--- src/rtl/mem_ctrl_pkg.sv ---
// Shared types and constants for the memory controller: default widths,
// fetch FSM state encoding and a helper that maps an address state to its
// byte offset within the fetched word.
package mem_ctrl_pkg;

  localparam int MC_RAM_AW = 17;
  localparam int MC_ADDR_W = 32;
  localparam int MC_INST_W = 32;

  typedef enum logic [2:0] {
    ST_IDLE = 3'd0,
    ST_A0   = 3'd1,
    ST_A1   = 3'd2,
    ST_A2   = 3'd3,
    ST_A3   = 3'd4,
    ST_W    = 3'd5,
    ST_DONE = 3'd6
  } mc_state_e;

  // Byte offset presented to RAM in each address state; zero elsewhere.
  function automatic logic [1:0] fetch_offset(input mc_state_e st);
    logic [1:0] off;
    case (st)
      ST_A0:   off = 2'd0;
      ST_A1:   off = 2'd1;
      ST_A2:   off = 2'd2;
      ST_A3:   off = 2'd3;
      default: off = 2'd0;
    endcase
    return off;
  endfunction

  // True for the states in which the fetch FSM owns the RAM address.
  function automatic logic fetch_drives(input mc_state_e st);
    logic drv;
    case (st)
      ST_A0, ST_A1, ST_A2, ST_A3: drv = 1'b1;
      default:                    drv = 1'b0;
    endcase
    return drv;
  endfunction

endpackage

--- src/rtl/mem_ctrl.sv ---
// Memory controller: owns the single byte-wide RAM port. MEM stage byte
// requests pass straight through with no added latency; instruction fetches
// are sequenced into a pipelined 4-byte little-endian read. MEM always wins,
// aborting any fetch in flight except one already in DONE.
module mem_ctrl
  import mem_ctrl_pkg::*;
#(
  parameter int RAM_AW = MC_RAM_AW,
  parameter int ADDR_W = MC_ADDR_W
) (
  input  logic              clk,
  input  logic              rst,
  input  logic              if_req_i,
  input  logic [ADDR_W-1:0] if_addr_i,
  output logic [31:0]       if_inst_o,
  output logic              if_done_o,
  input  logic              mem_req_i,
  input  logic              mem_we_i,
  input  logic [ADDR_W-1:0] mem_addr_i,
  input  logic [7:0]        mem_wdata_i,
  output logic [7:0]        mem_rdata_o,
  output logic [RAM_AW-1:0] ram_a_o,
  output logic              ram_wr_o,
  output logic [7:0]        ram_dout_o,
  input  logic [7:0]        ram_din_i
);

  mc_state_e         state_r;
  mc_state_e         state_nxt_s;
  logic [ADDR_W-1:0] pc_r;
  logic [7:0]        b0_r;
  logic [7:0]        b1_r;
  logic [7:0]        b2_r;
  logic [31:0]       inst_r;
  logic              done_r;
  logic              abort_s;
  logic [RAM_AW-1:0] fetch_a_s;
  logic              unused_s;

  // Upper MEM address bits are intentionally dropped by the RAM port.
  assign unused_s = ^mem_addr_i[ADDR_W-1:RAM_AW];

  // A fetch in flight is abandoned on MEM priority, request drop or redirect.
  assign abort_s = mem_req_i | ~if_req_i | (if_addr_i != pc_r);

  // Low bits of pc+k equal (low bits of pc)+k, so the modular wrap is implicit.
  assign fetch_a_s = pc_r[RAM_AW-1:0] + RAM_AW'(fetch_offset(state_r));

  // State register.
  always_ff @(posedge clk) begin
    if (rst) begin
      state_r <= ST_IDLE;
    end else begin
      state_r <= state_nxt_s;
    end
  end

  // Next-state logic: one address per cycle, abort back to IDLE before DONE.
  always_comb begin
    state_nxt_s = ST_IDLE;
    case (state_r)
      ST_IDLE: begin
        if (if_req_i && !mem_req_i) begin
          state_nxt_s = ST_A0;
        end else begin
          state_nxt_s = ST_IDLE;
        end
      end
      ST_A0: begin
        if (abort_s) state_nxt_s = ST_IDLE;
        else         state_nxt_s = ST_A1;
      end
      ST_A1: begin
        if (abort_s) state_nxt_s = ST_IDLE;
        else         state_nxt_s = ST_A2;
      end
      ST_A2: begin
        if (abort_s) state_nxt_s = ST_IDLE;
        else         state_nxt_s = ST_A3;
      end
      ST_A3: begin
        if (abort_s) state_nxt_s = ST_IDLE;
        else         state_nxt_s = ST_W;
      end
      ST_W: begin
        if (abort_s) state_nxt_s = ST_IDLE;
        else         state_nxt_s = ST_DONE;
      end
      ST_DONE: state_nxt_s = ST_IDLE;
      default: state_nxt_s = ST_IDLE;
    endcase
  end

  // Fetch datapath: latch PC on start, capture bytes a cycle after each address.
  always_ff @(posedge clk) begin
    if (rst) begin
      pc_r   <= {ADDR_W{1'b0}};
      b0_r   <= 8'h00;
      b1_r   <= 8'h00;
      b2_r   <= 8'h00;
      inst_r <= 32'h0000_0000;
      done_r <= 1'b0;
    end else begin
      done_r <= (state_nxt_s == ST_DONE);
      if (state_r == ST_IDLE && state_nxt_s == ST_A0) begin
        pc_r <= if_addr_i;
      end
      case (state_r)
        ST_A1:   b0_r <= ram_din_i;
        ST_A2:   b1_r <= ram_din_i;
        ST_A3:   b2_r <= ram_din_i;
        ST_W: begin
          if (state_nxt_s == ST_DONE) begin
            inst_r <= {ram_din_i, b2_r, b1_r, b0_r};
          end
        end
        default: ;
      endcase
    end
  end

  // RAM port mux: MEM passes through combinationally, else the fetch FSM.
  always_comb begin
    ram_a_o    = {RAM_AW{1'b0}};
    ram_wr_o   = 1'b0;
    ram_dout_o = 8'h00;
    if (rst) begin
      ram_a_o    = {RAM_AW{1'b0}};
      ram_wr_o   = 1'b0;
      ram_dout_o = 8'h00;
    end else if (mem_req_i) begin
      ram_a_o    = mem_addr_i[RAM_AW-1:0];
      ram_wr_o   = mem_we_i;
      ram_dout_o = mem_wdata_i;
    end else if (fetch_drives(state_r)) begin
      ram_a_o    = fetch_a_s;
      ram_wr_o   = 1'b0;
      ram_dout_o = 8'h00;
    end else begin
      ram_a_o    = {RAM_AW{1'b0}};
      ram_wr_o   = 1'b0;
      ram_dout_o = 8'h00;
    end
  end

  assign mem_rdata_o = ram_din_i;
  assign if_inst_o   = inst_r;
  assign if_done_o   = done_r;

endmodule
--- config.mk ---
export PLATFORM = sky130hd
export DESIGN_NAME = mem_ctrl
export DESIGN_NICKNAME = d
export VERILOG_FILES = /design/src/rtl/mem_ctrl_pkg.sv /design/src/rtl/mem_ctrl.sv
export SDC_FILE = /design/constraint.sdc
export NUM_CORES = 1
export LEC_CHECK = 0
export ABC_AREA = 1
export BUFFER_PORTS_ARGS = -buffer_cell sky130_fd_sc_hd__buf_2
export CORE_ASPECT_RATIO = 0.75
export CORE_MARGIN = 2
export CORE_UTILIZATION = 56
export CTS_BUF_LIST = sky130_fd_sc_hd__clkbuf_16
export DETAILED_ROUTE_END_ITERATION = 16
export GPL_TIMING_DRIVEN = 0
export PLACE_DENSITY = 0.95
export SETUP_SLACK_MARGIN = 0.5
export SYNTH_ARGS = -nofsm -noshare
export SYNTH_HDL_FRONTEND = slang
export SYNTH_SLANG_ARGS = --single-unit
--- constraint.sdc ---
create_clock -name clk -period 5.5 [get_ports clk]
set_input_delay 1.1 -clock clk [delete_from_list [all_inputs] [get_ports clk]]
set_output_delay 1.1 -clock clk [all_outputs]
set_load 0.03 [all_outputs]
# Yosys cells after proc, flatten, opt, wreduce, memory -nomap -nowiden
# Index checks and enable logic that the tools add are counted.
# word_totals
ff_bits	92
in_bits	85
word_cells	43
# op_classes
add_sub_neg	1
n_eq_ne	8
mux	18
bitwise	3
reduce_logical	6
# ops
cell	count
$mux 17	3
$ne 32x32->1	1
$pmux 3 s6	1
$add 17x2->17	1
$mux 8	2
$eq 3x3->1 const B	3
$mux 3	3
$eq 3x1->1 const B	2
$eq 3x2->1 const B	2
$mux 1	6
$pmux 2 s3	1
$mux 2	2
$reduce_or 4->1	1
$logic_not 3->1	1
$logic_and 1x1->1	2
$or 1x1->1	2
$reduce_and 2->1	1
$logic_not 1->1	1
$not 1->1	1

# Depth between registers and ports, before layout
# Gate-level depths: netlist (run 1).
# logic_depth
depth_word	8
depth_mapped	18

# Worst setup path after synthesis (run 1)
# OpenSTA, ideal clock, no wires.
# synth_path
path_kind	register to output
startpoint	register state_r[2]
endpoint	output port ram_a_o[12]
t_arrival_ns	2.880
required_time_ns	4.400
setup_slack_ns	1.520
path_stages_with_launch	17
cell_sequence	dfxtp_1 -> inv_1 -> nor2_2 -> nor2_1 -> inv_1 -> ha_1 -> inv_1 -> fa_1 -> inv_1 -> nand3_1 -> nor2_1 -> nand3b_1 -> nor2_1 -> nand3_1 -> nand2_1 -> nand3b_1 -> o21ai_0
# synth_between
elab_chain_cells	8
# synth_lines
element	line_no	source
start, declared	mem_ctrl.sv:28	mc_state_e state_r;
start signal, assigned	mem_ctrl.sv:54	state_r <= state_nxt_s;
branches (longest 5 deep; another with $add 17x2->17)	-	
$mux 17 (*)	mem_ctrl.sv:135	end else if (fetch_drives(state_r)) begin
$mux 17 (*)	mem_ctrl.sv:131	end else if (mem_req_i) begin
$mux 17 (*)	mem_ctrl.sv:127	if (rst) begin
end, declared	mem_ctrl.sv:22	output logic [RAM_AW-1:0] ram_a_o,
# Mark *: on every way between the ends. The select of a mux whose other input is x is not followed.

# Worst setup path in the final report (run 1)
# layout_path
startpoint	register state_r[0]
endpoint	output port ram_a_o[12]
# The elaborated chain is that of the path after synthesis.

==> qor.yml, run 1 <==
yosys:
  async_flop_share: 0
  synth.largest_area_cell: "dfxtp_1"
  syn_inst: 830
  synth_ff_type: "dfxtp_1"
  postSynthAreaPerCell_sq_um: 6.20
  synth_edf_count: 0
  synth_seq_cells: 92
  yosys.cell_types.count: 34
  yosys.area.top_type_share: 0.358
  synthTopCellsByArea: "dfxtp_1 36%, nand2_1 13%, inv_1 12%"
  synth_area_sq_um: 5150
  yosysWarningCount: 0
  seq_area_frac_synth: 0.358
  synth_nets: 918
place:
  dp_worst_setup_slack_ps: 1390
  io_buffer_count: 135
  gp_congestion: 0.942
  placed_cell_area_sq_um: 5960
  hpwl_microns: 10900
cts:
  cts_sinks: 92
  cts_resized: 0
  cts_hold_buf: 0
  htree_levels: 3
  cts_root_buffer: "clkbuf_16"
  cts_tree: "done"
  cts_buffers: 9
  ctsLongestPathBuffers: 2
  clock_latency_ps: 340
  cts_setup_buffers: 0
  clk_pin_slew_worst_paths_ps: 60
setup_path:
  r2r_start: "pc_r[5]"
  crit_fanout: 8
  worstPathRequired_ps: 4400
  crit_arrival_ps: 3520
  cp-start-kind: "flop"
  reg2reg_to: "if_inst_o[18]"
  critical_path_class: "reg -> out"
  rrSetupSlack_ps: 3440
  reg2regPathDepth: 7
  endpoint_kind: "output pin"
die:
  die_y_microns: 87.0
  core_sq_um: 9010
  dieArea_sq_um: 9990
  initial_core_util: 0.572
  num_rows: 30
  io_pins: 152
  die_x_microns: 115
routing:
  drt_first_pass_iters: 5
  final_antenna_net_count: 0
  vias_per_cell: 5.21
  finalWirelength_microns: 14500
  drc: 0
  vias: 5699
  drt_iter0_drc: 500
  avgRoutedWirePerCell_microns: 13.3
final_layout:
  area_delta_synth_final_pct: 21.4
  mostFrequentLayoutCells: "185 x nand2_1, 165 x inv_1, 140 x buf_2"
  postLayoutCellArea_sq_um: 6250
  layout_commonest_cell: "nand2_1"
  drive_gt1_frac: 0.178
  fin_nets: 1064
  antenna_cells: 0
hold_path:
  hold_depth: 4
  whs_endpoint: "if_inst_o[2]"
  min_path_type: "reg -> reg"
  hold_start: "if_inst_o[2]"
timing:
  relSlewSlack: 0.490
  finalHoldViolations: 0
  final.min_clock_period_ps: 4620
  timing.hold.ws_ps: 506
  finalSetupViolCount: 0
  worst_slew_pin_slew_ps: 760
  setup-tns-final_ps: 0
  drv_slew: 0
  fin_ws_ps: 882
  fin_worst_skew_ps: 4.88
  rsz0062_at_grt: "no"
  post-route-period-util: 0.840
  fmax_mhz: 217
grt:
  grt.overflow.total: 0
  grt_usage: 0.291
  grt_pass1_vias: 5005
  antenna_found_initial: 0
  grt_pass1_wl_microns: 23000
  grt_max_degree: 15
pwr:
  power_density_nw_per_um2: 242
  p_leak_nw: 3.13
  vdd_drop_max_mv: 0.155
run:
  drv_cap: 0
outcome:
  outcome: "finished, final reports clean"
[state kept, by name, summed over array words and instances (netlist names)]
signal     cells
b2_r           8
if_inst_o     32
state_r        3
b1_r           8
if_done_o      1
b0_r           8
pc_r          32
[metal layers]
layer  vias to the layer above  GRT usage  wire length [microns]
met5                         -          0                      0
met4                         0     0.0767                    227
met3                        28     0.0793                   1710
met2                       327      0.462                   6260
met1                      2475      0.394                   6310
li1                       2869          -                      -
[how the worst max path moves through the flow]
stage / startpoint / cells past startpoint / to / slack (ps)
2_1_floorplan: state_r[2] / 16 / ram_a_o[12] / 1520
3_3_place_gp: state_r[0] / 14 / ram_a_o[12] / 1450
3_5_place_dp: state_r[0] / 14 / ram_a_o[12] / 1390
4_1_cts: state_r[0] / 14 / ram_a_o[12] / 960
5_1_grt: state_r[1] / 18 / ram_a_o[12] / 660
6_report: state_r[0] / 14 / ram_a_o[12] / 880
[metrics by stage]
| step | utilization | std cells | total power (W) |
|---|---|---|---|
| finish | 0.694 | 1093 | 0.00151 |
| global route | 0.694 | 1093 | 0.00157 |
| CTS | 0.694 | 1093 | 0.00151 |
| detailed placement | 0.662 | 1077 | 0.000917 |
| global placement | 0.662 | 1077 | 0.000912 |
| floorplan | - | 830 | 0.000842 |
[synth_stat cells (all sizes together), types with 2 or more instances]
cell	instances
nand3b	3
o31ai	2
nor3b	3
a21oi	58
nor3	10
nand3	15
xnor2	8
nand2	185
dfxtp	92
nor2	113
xor2	3
o21ai	77
ha	2
nand4	41
inv	167
buf	16
clkbuf	27
[final cells by class]
type                    instances  area [sq um]
fillers                       764          2760
inverters                     168           631
clock buffers                   9           225
well taps                     112           140
clock inverters                 7          58.8
repair buffers                135           676
multi-input cells             527          2450
plain buffers                  43           221
flip-flops and latches         92          1840
[critical path: stages (launching register included)]
cell,delay [ps]
dfxtp_1,360
inv_1,70
nor3_1,620
nor2_1,190
fa_1,500
inv_1,70
nand3_1,90
nor2_1,190
nand3b_1,140
nor2_1,260
nand3_1,150
nand2_1,100
nand3b_1,80
o21ai_0,140
buf_2,210
[kinds of logic (layout without fill, tap and decap cells)]
kind of cell               count (synthesis)  after routing  synth area share
and+or+nand+nor                          372            372             0.309
DFF                                       92             92             0.358
AOI/OAI and AO/OA                        141            141             0.140
xor gates and xnor gates                  11             11            0.0187
adders and majority gates                  3              3           0.00875
buffers and inverters                    211            362             0.165
[report_power, final]
part	leakage [nW]	switching, W	total, W	internal [W]
Sequential	0.747	0.0000182	0.000701	0.000683
Combinational	2.24	0.000136	0.000209	0.0000731
Clock	0.147	0.000257	0.000604	0.000347
Note: power is estimated with default switching activity, not from simulation.
==> inputs of run 2 (changes only) <==
Settings changed: CORE_UTILIZATION 56 to 47, PLACE_DENSITY 0.95 to 0.88.
Clock period 5.5 ns to 4.1 ns, I/O delays scaled along.
==> run 2 against run 1 <==
Compared with the run above: clock power grew 34%; sequential share of layout area fell by 2.0 points; power is 35% higher; final area rose by 7.9%; worst setup slack got worse by 450 ps; flip-flop and latch count unchanged; first-iteration DRC count grew 12%; non-clock buffer count up 39; global-route usage shrank 2.5 points; worst hold slack hardly changed; critical path type is now reg -> reg; largest cell class unchanged; highest routed layer unchanged.
==> qor.yml, run 2 (synthesis results as in run 1) <==
setup_path:
  critPathMaxStageDelay_ps: 380  # -240 ps
  rrSetupSlack_ps: 430  # -3010 ps
  cp_top_family: "buffers and inverters"
  worstPathRequired_ps: 4310  # -90 ps
  cp-start-kind: "flop"
  reg2reg_to: "state_r[0]"
  crit_arrival_ps: 3880  # +360 ps
  reg2regPathDepth: 30  # +23
  r2r_start: "state_r[0]"
  endpoint_kind: "flop"
  worst-path-buf-inv: 25  # +22
  path_common_cell: "buf_4"
  critical_path_class: "reg -> reg"
  cp_slowest_cell: "dfxtp_4"
  crit_fanout: 3  # -5
grt:
  antenna_found_initial: 1  # +1
  grt_max_degree: 18  # +3
  grt_usage: 0.265  # -0.0254
  grt_pass1_wl_microns: 25500  # +11%
  grt.overflow.total: 0  # unchanged
  grt_pass1_vias: 5318  # +6.3%
pwr:
  p_sw_w: 0.000602  # +46%
  p_leak_nw: 3.34  # +6.7%
  clockPowerShare: 0.396  # -0.003
  p_comb_frac: 0.144  # +0.006
  swShare: 0.295  # +0.0233
  p_int_w: 0.00144  # +30%
  vdd_drop_max_mv: 0.215  # +39%
  power_density_nw_per_um2: 303  # +25%
  seqPwrFrac: 0.461  # -0.002
routing:
  vias: 6029  # +5.8%
  finalWirelength_microns: 16600  # +14%
  drt_iter0_drc: 561  # +12%
  avgRoutedWirePerCell_microns: 14.3  # +7.5%
  drc: 0  # unchanged
  drt_first_pass_iters: 6  # +1
  vias_per_cell: 5.19  # -0.41%
  final_antenna_net_count: 0  # unchanged
die:
  initial_core_util: 0.476  # -0.0956
  die_x_microns: 125  # +8.8%
  die_y_microns: 94.6  # +8.7%
  core_sq_um: 10800  # +20%
  num_rows: 33  # +10%
  dieArea_sq_um: 11800  # +18%
  io_pins: 152  # unchanged
final_layout:
  area_delta_synth_final_pct: 31.0
  fin_nets: 1103  # +3.7%
  mostFrequentLayoutCells: "183 x nand2_1, 157 x inv_1, 133 x buf_2"
  layout_commonest_cell: "nand2_1"
  drive_gt1_frac: 0.240  # +0.0618
  fin_util: 0.623  # -0.0702
  nFillCells: 959  # +26%
timing:
  finalHoldViolations: 0  # unchanged
  post-route-period-util: 0.896
  relSlewSlack: 0.527  # +0.0375
  drv_slew: 0  # unchanged
  final.min_clock_period_ps: 3670
  setup-tns-final_ps: 0  # unchanged
  finalSetupViolCount: 0  # unchanged
  fin_worst_skew_ps: 7.47  # +2.59 ps
  fmax_mhz: 272
  rsz0062_at_grt: "yes"
  worst_slew_pin_slew_ps: 707  # -53.0 ps
hold_path:
  min_path_type: "reg -> reg"
  hold_depth: 4  # unchanged
  whs_endpoint: "if_inst_o[2]"
  hold_start: "if_inst_o[2]"
cts:
  cts_tree: "done"
  cts_root_buffer: "clkbuf_16"
  ctsLongestPathBuffers: 2  # unchanged
  cts_sinks: 92  # unchanged
  cts_hold_buf: 0  # unchanged
  cts_buffers: 9  # unchanged
  htree_levels: 3  # unchanged
  clock_latency_ps: 340  # about the same
  clk_pin_slew_worst_paths_ps: 70  # about the same
place:
  gp_congestion: 0.910  # -3.4%
  io_buffer_count: 135  # unchanged
  hpwl_microns: 10900  # -0.12%
run:
  drv_cap: 0  # unchanged
outcome:
  outcome: "finished, final reports clean"
-- run 2: changes by cell type in the layout (fill, tap and decap cells not counted), sizes merged --
cell,change
bufinv,-1
diode,+1
inv,+2
clkinv,-1
buf,+39
-- run 2: worst max-delay path by stage --
stage | endpoint | startpoint | cells past startpoint | slack, ps
after CTS | ram_a_o[12] | state_r[0] | 18 | 450
after global routing | ram_a_o[12] | state_r[2] | 17 | 350
after detailed placement | ram_a_o[14] | state_r[0] | 14 | 240
after global placement | ram_a_o[14] | state_r[0] | 14 | 310
final | state_r[0] | state_r[0] | 30 | 430
after floorplan | ram_a_o[16] | state_r[2] | 15 | 530
-- run 2: timing repair --
item | CTS | global route
cloned | 0 | 0
resized for setup | 27 | 33
pin swaps | 8 | 16
endpoints found under the setup margin | 13 | 13
buffers inserted | 33 | 6
-- run 2: per-stage QoR --
| stage | worst slack, ps | total power [W] | std cells | hold slack, ps | instance area (sq um) |
|---|---|---|---|---|---|
| finish | 427 | 0.00204 | 1161 | 505 | 6740 |
| global placement | 307 | 0.00123 | 1105 | 495 | 6000 |
| detailed placement | 239 | 0.00123 | 1105 | 493 | 6000 |
| CTS | 447 | 0.00202 | 1154 | 506 | 6600 |
| floorplan | 527 | 0.00113 | 830 | 493 | 5150 |
| global route | 347 | 0.00211 | 1160 | 541 | 6740 |
-- run 2: layout make-up --
type / instances / area [sq um] / share of cell area
Antenna cell: 1 / 2.50 / 0.000371
Buffer: 43 / 221 / 0.0328
Clock buffer: 9 / 225 / 0.0334
Clock inverter: 7 / 58.8 / 0.00872
Inverter: 168 / 636 / 0.0942
Multi-Input combinational cell: 527 / 2550 / 0.379
Sequential cell: 92 / 1850 / 0.274
Tap cell: 140 / 175 / 0.0260
Timing Repair Buffer: 174 / 1020 / 0.151
-- run 2: routing by layer --
metal | GRT usage | wire length, microns | vias to the layer above
met4 | 0.0907 | 483 | 0
met2 | 0.418 | 7000 | 368
li1 | - | - | 2942
met5 | 0 | 0 | -
met3 | 0.0623 | 1800 | 53
met1 | 0.360 | 7280 | 2666
-- run 2: worst register-to-register path, delay by kind of cell (launching register included) --
family	cells	cell delay [ps]
and+or+nand+nor	4	280
buffers and inverters	25	2830
AOI/OAI and AO/OA	1	50
DFF	1	380
-- run 2: power by group through the flow --
stage          clock network (W)  registers [W]  logic [W]
6_report                0.000808       0.000940   0.000293
3_3_place_gp                   0       0.000957   0.000271
4_1_cts                 0.000806       0.000937   0.000279
3_5_place_dp                   0       0.000958   0.000274
2_1_floorplan                  0       0.000952   0.000177
5_1_grt                 0.000847       0.000942   0.000320
